$ cat src/rtl/evm_multi_candidate_core_pkg.sv
// rtl/evm_multi_candidate_core_pkg.sv - shared types, defaults and helpers for the EVM core
// Contents: evm_state_e FSM encoding, default NUM_CAND/CNT_W, onehot_count(), idx_width()
package evm_pkg;

  localparam int DEFAULT_NUM_CAND = 4;
  localparam int DEFAULT_CNT_W    = 8;
  // Widest candidate vector any build may use; helpers operate on this width.
  localparam int MAX_CAND         = 16;

  typedef enum logic [2:0] {
    IDLE,
    WAIT_READY,
    WAIT_VOTE,
    WAIT_RELEASE,
    DONE
  } evm_state_e;

  // Number of set bits in a (zero-extended) candidate vector.
  function automatic logic [4:0] onehot_count(input logic [MAX_CAND-1:0] v);
    logic [4:0] n;
    n = '0;
    for (int i = 0; i < MAX_CAND; i++) begin
      n = n + {4'd0, v[i]};
    end
    return n;
  endfunction

  // Width of a candidate index: max(1, clog2(n)).
  function automatic int idx_width(input int n);
    return (n > 1) ? $clog2(n) : 1;
  endfunction

endpackage

$ cat src/rtl/evm_multi_candidate_core_if.sv
// rtl/evm_multi_candidate_core_if.sv - control/result bundle between the EVM driver and the core
// Signals: switch_on_evm, candidate_ready, vote[NUM_CAND], voting_session_done,
//   display_results[IDX_W], display_results_req, display_winner (driver -> core);
//   candidate_name[IDX_W], results[CNT_W], invalid_results, invalid_votes[CNT_W],
//   voting_in_progress, voting_done (core -> driver)
// Modports: master (driver side), slave (core side)
interface evm_multi_candidate_core_if
  import evm_pkg::*;
#(
  parameter int NUM_CAND = DEFAULT_NUM_CAND,
  parameter int CNT_W    = DEFAULT_CNT_W
);
  localparam int IDX_W = idx_width(NUM_CAND);

  logic                switch_on_evm;
  logic                candidate_ready;
  logic [NUM_CAND-1:0] vote;
  logic                voting_session_done;
  logic [IDX_W-1:0]    display_results;
  logic                display_results_req;
  logic                display_winner;

  logic [IDX_W-1:0]    candidate_name;
  logic [CNT_W-1:0]    results;
  logic                invalid_results;
  logic [CNT_W-1:0]    invalid_votes;
  logic                voting_in_progress;
  logic                voting_done;

  modport master (
    output switch_on_evm, candidate_ready, vote, voting_session_done,
           display_results, display_results_req, display_winner,
    input  candidate_name, results, invalid_results, invalid_votes,
           voting_in_progress, voting_done
  );

  modport slave (
    input  switch_on_evm, candidate_ready, vote, voting_session_done,
           display_results, display_results_req, display_winner,
    output candidate_name, results, invalid_results, invalid_votes,
           voting_in_progress, voting_done
  );

endinterface

$ cat src/rtl/evm_multi_candidate_core_winner_select.sv
// rtl/evm_multi_candidate_core_winner_select.sv - combinational argmax over the tally array
// Ports: tally[NUM_CAND][CNT_W] in; win_idx[IDX_W], win_max[CNT_W], tie out
//   win_idx is the lowest index holding the maximum; tie means the maximum is shared.
module evm_winner_select
  import evm_pkg::*;
#(
  parameter int NUM_CAND = DEFAULT_NUM_CAND,
  parameter int CNT_W    = DEFAULT_CNT_W,
  parameter int IDX_W    = idx_width(NUM_CAND)
) (
  input  logic [NUM_CAND-1:0][CNT_W-1:0] tally,
  output logic [IDX_W-1:0]               win_idx,
  output logic [CNT_W-1:0]               win_max,
  output logic                           tie
);

  logic [MAX_CAND-1:0] eq_mask;

  // Strict '>' keeps the earliest index when later candidates only match.
  always_comb begin
    win_idx = '0;
    win_max = tally[0];
    for (int i = 1; i < NUM_CAND; i++) begin
      if (tally[i] > win_max) begin
        win_max = tally[i];
        win_idx = IDX_W'(i);
      end
    end
  end

  always_comb begin
    eq_mask = '0;
    for (int i = 0; i < NUM_CAND; i++) begin
      eq_mask[i] = (tally[i] == win_max);
    end
    tie = (onehot_count(eq_mask) > 5'd1);
  end

endmodule

$ cat src/rtl/evm_multi_candidate_core.sv
// rtl/evm_multi_candidate_core.sv - N-candidate voting machine core: ballot FSM, tallies, readback
// Ports: clk, rst (synchronous, active-high), bus (evm_multi_candidate_core_if.slave)
// Parameters: NUM_CAND (2..16), CNT_W (tally/result width), TIMEOUT (idle cycles before abstain)
// Optional feature: define EVM_VOTE_TIMEOUT_EN to return from WAIT_VOTE to WAIT_READY after
//   TIMEOUT cycles without a vote; otherwise WAIT_VOTE waits indefinitely.
module evm_multi_candidate_core
  import evm_pkg::*;
#(
  parameter int NUM_CAND = DEFAULT_NUM_CAND,
  parameter int CNT_W    = DEFAULT_CNT_W,
  parameter int TIMEOUT  = 255
) (
  input logic                        clk,
  input logic                        rst,
  evm_multi_candidate_core_if.slave  bus
);

  localparam int IDX_W = idx_width(NUM_CAND);

  if (NUM_CAND < 2 || NUM_CAND > MAX_CAND || CNT_W < 1 || TIMEOUT < 1) begin : g_param_check
    $error("evm_multi_candidate_core: parameter out of range");
  end

  evm_state_e state, state_next;

  logic [NUM_CAND-1:0][CNT_W-1:0] tally;
  logic [4:0]                     vote_bits;
  logic                           clear_counts;
  logic                           cast_valid;
  logic                           cast_invalid;
  logic                           tmo_expired;

  logic [IDX_W-1:0]               win_idx;
  logic [CNT_W-1:0]               win_max;
  logic                           win_tie;
  logic [CNT_W-1:0]               sel_tally;
  logic                           sel_valid;

  assign vote_bits = onehot_count(MAX_CAND'(bus.vote));

  evm_winner_select #(
    .NUM_CAND (NUM_CAND),
    .CNT_W    (CNT_W),
    .IDX_W    (IDX_W)
  ) u_winner_select (
    .tally   (tally),
    .win_idx (win_idx),
    .win_max (win_max),
    .tie     (win_tie)
  );

  // Readback mux; an index with no matching candidate leaves sel_valid low.
  always_comb begin
    sel_tally = '0;
    sel_valid = 1'b0;
    for (int i = 0; i < NUM_CAND; i++) begin
      if (bus.display_results == IDX_W'(i)) begin
        sel_tally = tally[i];
        sel_valid = 1'b1;
      end
    end
  end

`ifdef EVM_VOTE_TIMEOUT_EN
  localparam int TMO_W = $clog2(TIMEOUT + 1);
  logic [TMO_W-1:0] tmo_cnt;

  // Held at zero outside WAIT_VOTE, so every entry starts a fresh count.
  // Inside WAIT_VOTE any non-zero vote leaves the state, so each counted cycle had vote==0.
  always_ff @(posedge clk) begin
    if (rst || !bus.switch_on_evm || state != WAIT_VOTE) begin
      tmo_cnt <= '0;
    end else begin
      tmo_cnt <= tmo_cnt + TMO_W'(1);
    end
  end

  assign tmo_expired = (tmo_cnt == TMO_W'(TIMEOUT - 1));
`else
  assign tmo_expired = 1'b0;
`endif

  always_comb begin
    state_next   = state;
    clear_counts = 1'b0;
    cast_valid   = 1'b0;
    cast_invalid = 1'b0;
    if (!bus.switch_on_evm) begin
      state_next = IDLE;
    end else begin
      case (state)
        IDLE: begin
          state_next   = WAIT_READY;
          clear_counts = 1'b1;
        end
        WAIT_READY: begin
          if (bus.voting_session_done) begin
            state_next = DONE;
          end else if (bus.candidate_ready) begin
            state_next = WAIT_VOTE;
          end
        end
        WAIT_VOTE: begin
          if (vote_bits == 5'd1) begin
            cast_valid = 1'b1;
            state_next = WAIT_RELEASE;
          end else if (vote_bits != 5'd0) begin
            cast_invalid = 1'b1;
            state_next   = WAIT_RELEASE;
          end else if (tmo_expired) begin
            state_next = WAIT_READY;
          end
        end
        WAIT_RELEASE: begin
          // A held button must be released before another ballot can open.
          if (vote_bits == 5'd0) begin
            state_next = WAIT_READY;
          end
        end
        DONE: begin
          state_next = DONE;
        end
        default: begin
          state_next = IDLE;
        end
      endcase
    end
  end

  always_ff @(posedge clk) begin
    if (rst) begin
      state                  <= IDLE;
      tally                  <= '0;
      bus.invalid_votes      <= '0;
      bus.candidate_name     <= '0;
      bus.results            <= '0;
      bus.invalid_results    <= 1'b0;
      bus.voting_in_progress <= 1'b0;
      bus.voting_done        <= 1'b0;
    end else begin
      state <= state_next;
      if (!bus.switch_on_evm) begin
        // Power-off keeps tallies and the last readback; status flags drop.
        bus.invalid_votes      <= '0;
        bus.invalid_results    <= 1'b0;
        bus.voting_in_progress <= 1'b0;
        bus.voting_done        <= 1'b0;
      end else begin
        // Status flags follow the current state, one cycle behind each transition.
        bus.voting_in_progress <= (state == WAIT_VOTE);
        bus.voting_done        <= (state == DONE);

        if (clear_counts) begin
          tally             <= '0;
          bus.invalid_votes <= '0;
        end

        if (cast_valid) begin
          for (int i = 0; i < NUM_CAND; i++) begin
            if (bus.vote[i] && tally[i] != {CNT_W{1'b1}}) begin
              tally[i] <= tally[i] + CNT_W'(1);
            end
          end
        end

        if (cast_invalid && bus.invalid_votes != {CNT_W{1'b1}}) begin
          bus.invalid_votes <= bus.invalid_votes + CNT_W'(1);
        end

        if (state == DONE) begin
          if (bus.display_winner) begin
            bus.candidate_name  <= win_idx;
            bus.results         <= win_max;
            bus.invalid_results <= win_tie || (win_max == '0);
          end else if (bus.display_results_req) begin
            bus.candidate_name  <= bus.display_results;
            bus.results         <= sel_valid ? sel_tally : '0;
            bus.invalid_results <= !sel_valid;
          end
        end
      end
    end
  end

endmodule

$ cat src/flat_wrapper.sv
// flat-port wrapper written by rule: the top's interface ports become plain ports
module evm_multi_candidate_core_flat import evm_pkg::*;
#(
  parameter int NUM_CAND = DEFAULT_NUM_CAND,
  parameter int CNT_W    = DEFAULT_CNT_W,
  parameter int TIMEOUT  = 255
)
  (clk, rst, bus_switch_on_evm, bus_candidate_ready, bus_vote, bus_voting_session_done, bus_display_results, bus_display_results_req, bus_display_winner, bus_candidate_name, bus_results, bus_invalid_results, bus_invalid_votes, bus_voting_in_progress, bus_voting_done);
  evm_multi_candidate_core_if #(.NUM_CAND(NUM_CAND), .CNT_W(CNT_W)) bus_i ();
  input logic clk;
  input logic rst;
  input wire logic [$bits(bus_i.switch_on_evm)-1:0] bus_switch_on_evm;
  input wire logic [$bits(bus_i.candidate_ready)-1:0] bus_candidate_ready;
  input wire logic [$bits(bus_i.vote)-1:0] bus_vote;
  input wire logic [$bits(bus_i.voting_session_done)-1:0] bus_voting_session_done;
  input wire logic [$bits(bus_i.display_results)-1:0] bus_display_results;
  input wire logic [$bits(bus_i.display_results_req)-1:0] bus_display_results_req;
  input wire logic [$bits(bus_i.display_winner)-1:0] bus_display_winner;
  output wire logic [$bits(bus_i.candidate_name)-1:0] bus_candidate_name;
  output wire logic [$bits(bus_i.results)-1:0] bus_results;
  output wire logic [$bits(bus_i.invalid_results)-1:0] bus_invalid_results;
  output wire logic [$bits(bus_i.invalid_votes)-1:0] bus_invalid_votes;
  output wire logic [$bits(bus_i.voting_in_progress)-1:0] bus_voting_in_progress;
  output wire logic [$bits(bus_i.voting_done)-1:0] bus_voting_done;
  assign bus_i.switch_on_evm = bus_switch_on_evm;
  assign bus_i.candidate_ready = bus_candidate_ready;
  assign bus_i.vote = bus_vote;
  assign bus_i.voting_session_done = bus_voting_session_done;
  assign bus_i.display_results = bus_display_results;
  assign bus_i.display_results_req = bus_display_results_req;
  assign bus_i.display_winner = bus_display_winner;
  assign bus_candidate_name = bus_i.candidate_name;
  assign bus_results = bus_i.results;
  assign bus_invalid_results = bus_i.invalid_results;
  assign bus_invalid_votes = bus_i.invalid_votes;
  assign bus_voting_in_progress = bus_i.voting_in_progress;
  assign bus_voting_done = bus_i.voting_done;
  evm_multi_candidate_core #(.NUM_CAND(NUM_CAND), .CNT_W(CNT_W), .TIMEOUT(TIMEOUT)) u_core (.clk(clk), .rst(rst), .bus(bus_i));
endmodule
$ cat config.mk
export PLATFORM = sky130hd
export DESIGN_NAME = evm_multi_candidate_core_flat
export DESIGN_NICKNAME = d
export VERILOG_FILES = /design/src/rtl/evm_multi_candidate_core_pkg.sv /design/src/rtl/evm_multi_candidate_core_if.sv /design/src/rtl/evm_multi_candidate_core_winner_select.sv /design/src/rtl/evm_multi_candidate_core.sv /design/src/flat_wrapper.sv
export SDC_FILE = /design/constraint.sdc
export NUM_CORES = 1
export LEC_CHECK = 0
export ABC_CLOCK_PERIOD_IN_PS = 12200
export CORE_ASPECT_RATIO = 0.75
export CORE_MARGIN = 4
export CORE_UTILIZATION = 37
export DETAILED_ROUTE_END_ITERATION = 8
export PLACE_DENSITY = 0.55
export SYNTH_ARGS = -nofsm -noshare
export SYNTH_HDL_FRONTEND = slang
export SYNTH_SLANG_ARGS = --single-unit
$ cat constraint.sdc
create_clock -name clk -period 12.2 [get_ports clk]
set_input_delay 3.05 -clock clk [delete_from_list [all_inputs] [get_ports clk]]
set_output_delay 3.05 -clock clk [all_outputs]
set_load 0.03 [all_outputs]
==> impl_metrics.py <==
metrics = {
    "die": {
        "die_x_um": 147,
        "row_count": 37,
        "die-area_um2": 16500,
        "core-area_um2": 13900,
        "ioPinCount": 34,
        "start_util_pct": 38.5,
        "die_y_um": 112,
    },
    "power_and_ir_drop": {
        "vdd_drop_max_v": 0.0000696,
        "power_density_nw_per_um2": 62.3,
        "leakagePower_nw": 2.23,
        "power.total_mw": 0.371,
    },
    "finish": {
        "syn2layout_area_growth_pct": 11.0,
        "drive_gt1_share_pct": 7.25,
        "nets": 775,
        "fill_cells": 1458,
        "stdcell_area_um2": 5950,
        "finish.utilization_pct": 42.7,
        "n_antenna_cell": 0,
    },
    "yosys": {
        "synth.top_cells.by_count": "nor2_1, clkbuf_1, dfxtp_1, a21oi_1, nand2_1",
        "synth_top_area_share_pct": 20.9,
        "synthCells": 738,
        "ys_seq_area_share_pct": 20.9,
        "synth-seq-cells": 56,
        "synth-edff-count": 0,
        "synth_area_leader_cell": "dfxtp_1",
        "yosys-top-cells-area": "dfxtp_1, ha_1, nor2_1",
        "syn_area_um2": 5360,
        "syn_area_per_cell_um2": 7.27,
        "yosysUniqueCellTypes": 64,
        "ys_async_sr_fraction_pct": 0,
        "ys.flop_type": "dfxtp_1",
        "synth_nets": 783,
        "yosysWarnings": 0,
        "yosysMostFrequentCell": "nor2_1",
    },
    "place": {
        "gp_congestion": 1.00,
        "port_buffers": 33,
        "dp_hpwl_um": 14600,
        "place_area_um2": 5810,
    },
    "cts": {
        "path_clk_slew_ps": 80,
        "clkLatencyLatePin_ps": 300,
        "cts_resized": 0,
        "cts-root-buf": "clkbuf_16",
        "clockBufferDepth": 2,
        "postCtsHoldBufs": 0,
        "postCtsSetupRepairBufs": 0,
        "cts_tree": "yes",
        "cts_buffers": 5,
        "clkSinkCount": 56,
        "htree_levels": 2,
    },
    "setup_path": {
        "cpLargestDelayFamily": "compound AO/OA/AOI/OAI gates",
        "crit_path_frequent_cell": "ha_1",
        "cp.arrival_ps": 9700,
        "start_kind": "register",
        "slowest_delay_ps": 820,
        "path_max_fanout": 42,
        "cpMaxStageDelayCell": "a21boi_0",
        "endpoint_kind": "register",
        "path_class": "reg -> reg",
        "cp.required_ps": 12390,
        "cp.buffers_inverters": 2,
    },
    "sta": {
        "worst_pin_slew_ps": 1010,
        "period_share_pct": 77.9,
        "clock_skew_ps": 5.47,
        "finalMaxSlewViolations": 0,
        "whs_ps": 487,
        "relSlewSlack_pct": 32.5,
        "hold_viol_final": 0,
        "rsz0062_at_grt": "false",
        "finalSetupTns_ps": 0,
        "fin_crit_ps": 9500,
        "setup_viol": 0,
        "fmax_ghz": 0.105,
    },
    "detailed_routing": {
        "vias_per_cell": 6.41,
        "drc": 0,
        "wl_um": 20100,
        "wire_per_inst_um": 21.7,
        "ant_nets": 0,
        "vias": 5940,
        "dr.pass1.iters": 5,
        "drt-initial-drc-count": 786,
    },
    "grt": {
        "antenna_found_initial": 0,
        "grt_pass1_vias": 5418,
        "grt_pass1_wl_um": 31400,
        "overflow": 0,
        "gr-usage-all-layers_pct": 23.9,
        "grt_max_degree": 43,
    },
    "job": {
        "cap_violations": 0,
    },
    "hold_path": {
        "min_path_type": "reg -> reg",
    },
    "status": {
        "status": "completed",
    },
}
## state kept, by name, summed over array words and instances, names as in the netlist
signal / count
u_core.bus.voting_in_progress: 1
u_core.bus.invalid_results: 1
u_core.bus.candidate_name: 2
u_core.bus.voting_done: 1
u_core.bus.invalid_votes: 8
u_core.state: 3
u_core.tally: 32
u_core.bus.results: 8
## placed cells by master (no fill, tap or decap), types with 9 or more instances in the layout
cell             synthesis  layout
and3_1                  22      22
nor4_1                  15      15
a21oi_1                 55      55
clkdlybuf4s50_1          0      33
nand4_1                 11      11
a31oi_1                 11      11
mux2i_1                 10      10
o211ai_1                19      19
inv_1                   28      28
buf_4                    0      12
nand3_1                 24      24
ha_1                    30      30
nand2_1                 55      55
o21ai_0                 35      34
or3_1                    9       9
dfxtp_1                 56      56
a2111oi_0               12      12
nor3_1                  41      41
nor2_1                  77      77
a211oi_1                20      20
xnor2_1                 16      16
or2_2                   15      15
## power breakdown
part	switching [mW]	total [mW]	internal [mW]
clock	0.0766	0.153	0.0769
combinational	0.0205	0.0332	0.0127
sequential	0.000815	0.184	0.183
## routing by layer
layer  up-vias  wire, µm  track usage [%]
met5         -         0                0
met4         0       269             5.59
li1       2731         -                -
met2       346      8330             34.9
met3        27      2240             5.69
met1      2836      9270             35.5
## tightest hold or removal path, delay by kind of cell, from the launching register on
family	cells	cell delay (ps)
flops	1	330
compound gates	1	50
simple gates	1	60
## area by class of cell
cell class	count	area (µm²)	area share (%)
Clock buffer	5	125	2.10
Clock inverter	3	21.3	0.357
Inverter	28	105	1.77
Multi-Input combinational cell	594	3920	65.8
Sequential cell	56	1120	18.8
Tap cell	195	244	4.10
Timing Repair Buffer	45	420	7.06
## kinds of logic after synthesis
| family | share of synthesized area, % |
|---|---|
| flops | 20.9 |
| fa+ha+maj | 7.74 |
| buf+inv | 6.16 |
| simple gates | 28.3 |
| compound gates | 26.9 |
| xor+xnor | 3.92 |
| mux | 6.04 |
## path summary, 6_finish.rpt
| path | start | to | slack [ps] | depth (start not counted) |
|---|---|---|---|---|
| worst max-delay path | u_core.tally[1] | u_core.bus.invalid_results | 2700 | 27 |
| worst min-delay path | u_core.bus.candidate_name[1] | u_core.bus.candidate_name[1] | 490 | 2 |
| worst max register to register | u_core.tally[1] | u_core.bus.invalid_results | 2700 | 27 |
| worst min register to register | u_core.bus.candidate_name[1] | u_core.bus.candidate_name[1] | 490 | 2 |
## per-stage QoR
stage / cells / worst slack, ps
3_5_place_dp: 918 / 3120
4_1_cts: 926 / 3070
3_3_place_gp: 918 / 3110
6_report: 926 / 2700
2_1_floorplan: 738 / 5020
5_1_grt: 926 / 2220
Note: power is estimated with default switching activity, not from simulation.
==> patch: new RTL, same settings <==
The option `EVM_VOTE_TIMEOUT_EN` is turned on by a define.
--- a/src/rtl/evm_multi_candidate_core.sv
+++ b/src/rtl/evm_multi_candidate_core.sv
@@ -4,4 +4,6 @@
 // Optional feature: define EVM_VOTE_TIMEOUT_EN to return from WAIT_VOTE to WAIT_READY after
 //   TIMEOUT cycles without a vote; otherwise WAIT_VOTE waits indefinitely.
+`define EVM_VOTE_TIMEOUT_EN
+
 module evm_multi_candidate_core
   import evm_pkg::*;
Function: no difference found for any inputs over 10 cycles, from zero or initial values and one cycle with rst high; that may be too few to reach the edited logic, so the function may still have changed.
==> patch against the original RTL <==
Design area rose by 0.88%. Sequential share of layout area grew 2.5 points. Wire length decreased by 4.6%. Core utilization up 0.67 points. Synthesized area down 1.7%. Power up 34%. Sequential power up 15%. Setup slack better by 0.24 ns. Cell count is 5.7% lower. Critical endpoint unchanged. Sequential cell count rose by 8.
==> patch: results (changes against the original RTL) <==
status=completed; Clk Latency, worst-skew pair=0.34 ns (+0.04 ns); DP Wirelength=14.7 mm (+0.24%); synth cell count leaders=72 x nor2_1, 64 x dfxtp_1, 55 x a21oi_1, 44 x nand2_1, 40 x o21ai_0; total track usage=0.236 (-0.00265); CP max stage cell=o21bai_1; Largest register FFs=32 (unchanged); Critical Path AT=9.48 ns (-0.22 ns); Clock Skew=0.00662 ns (+0.00115 ns); max incr delay on CP=0.99 ns (+0.17 ns); Routed WL per cell=22.0 um (+1.2%); Syn Nets=731 (-6.6%); initial drt markers=529 (-33%); Max Fanout on Critical Path=16 (-62%); fillers=1414 (-3.0%); CTS Buf Count=9 (+4); sequential share of the synthesized area=0.243 (+0.0341); share of cells above drive strength 1=0.0716 (-0.000870); Clock transition at path regs=0.06 ns (-0.02 ns); H-tree levels=3 (+1); nets=741 (-4.4%); first-pass GRT wire length=30.3 mm (-3.6%); Pleak=2.32 nW (+3.9%); hold path startpoint=u_core.bus.candidate_name[0]; Synth cell types=71 (+11%); Final Wtd Congestion=1.05 (+4.5%); vias in the first global route=5162 (-4.7%)
[patch: changes by cell type after synthesis, sizes merged, moves of 10 or more]
cell     change
a2111oi     -10
clkbuf      -19
nand2       -11
nand3       +12
nor3        -23
o211ai      -10
[patch: routing by layer]
metal / vias up / share of wire / global-route usage
li1: 2587 / - / -
met1: 2568 / 0.48 / 0.350
met2: 262 / 0.40 / 0.326
met3: 34 / 0.11 / 0.0838
met4: 0 / 0.016 / 0.0525
met5: - / 0 / 0
[patch: layout make-up]
class,instances,area (um2),area share
multi-input cells,546,3710,0.618
flip-flops and latches,64,1280,0.213
repair buffers,41,390,0.0650
clock buffers,9,225,0.0375
well taps,175,219,0.0365
inverters,32,120,0.0200
clock inverters,6,61.3,0.0102
[patch: cell families after synthesis]
family                     synth area share
AOI/OAI and AO/OA                     0.258
xor gates and xnor gates             0.0332
adders and majority gates            0.0836
buffers and inverters                0.0534
DFF                                   0.243
muxes                                0.0672
and+or+nand+nor                       0.262
[patch: worst paths after layout]
kind,slack (ns),to,depth (start not counted)
worst min register to register,0.49,u_core.bus.candidate_name[0],2
worst max-delay path,2.93,u_core.bus.invalid_results,31
worst min-delay path,0.49,u_core.bus.candidate_name[0],2
worst max register to register,2.93,u_core.bus.invalid_results,31
[patch: worst max-delay path: cells and delay by family (launching register included)]
| kind | cells | cell delay, ns |
|---|---|---|
| and+or+nand+nor | 8 | 1.75 |
| muxes | 1 | 0.52 |
| buffers and inverters | 2 | 0.39 |
| AOI/OAI and AO/OA | 16 | 4.55 |
| DFF | 1 | 0.42 |
| adders and majority gates | 4 | 1.49 |
[patch: per-stage QoR]
stage          std cells  instance area [um2]  worst slack (ns)  total power [mW]   util
4_1_cts              873                 6010              3.27             0.502  0.434
6_report             873                 6010              2.93             0.496  0.434
2_1_floorplan        684                 5270              5.28             0.234      -
5_1_grt              873                 6010              2.33             0.514  0.434
3_3_place_gp         858                 5720              3.18             0.247  0.413
3_5_place_dp         858                 5720              3.30             0.247  0.413
[patch: where the power goes]
part           switching [mW]  total [mW]  internal (mW)  leakage, nW
registers            0.000794       0.211          0.210        0.516
clock network          0.0968       0.253          0.156        0.141
logic                  0.0210      0.0325         0.0115         1.66
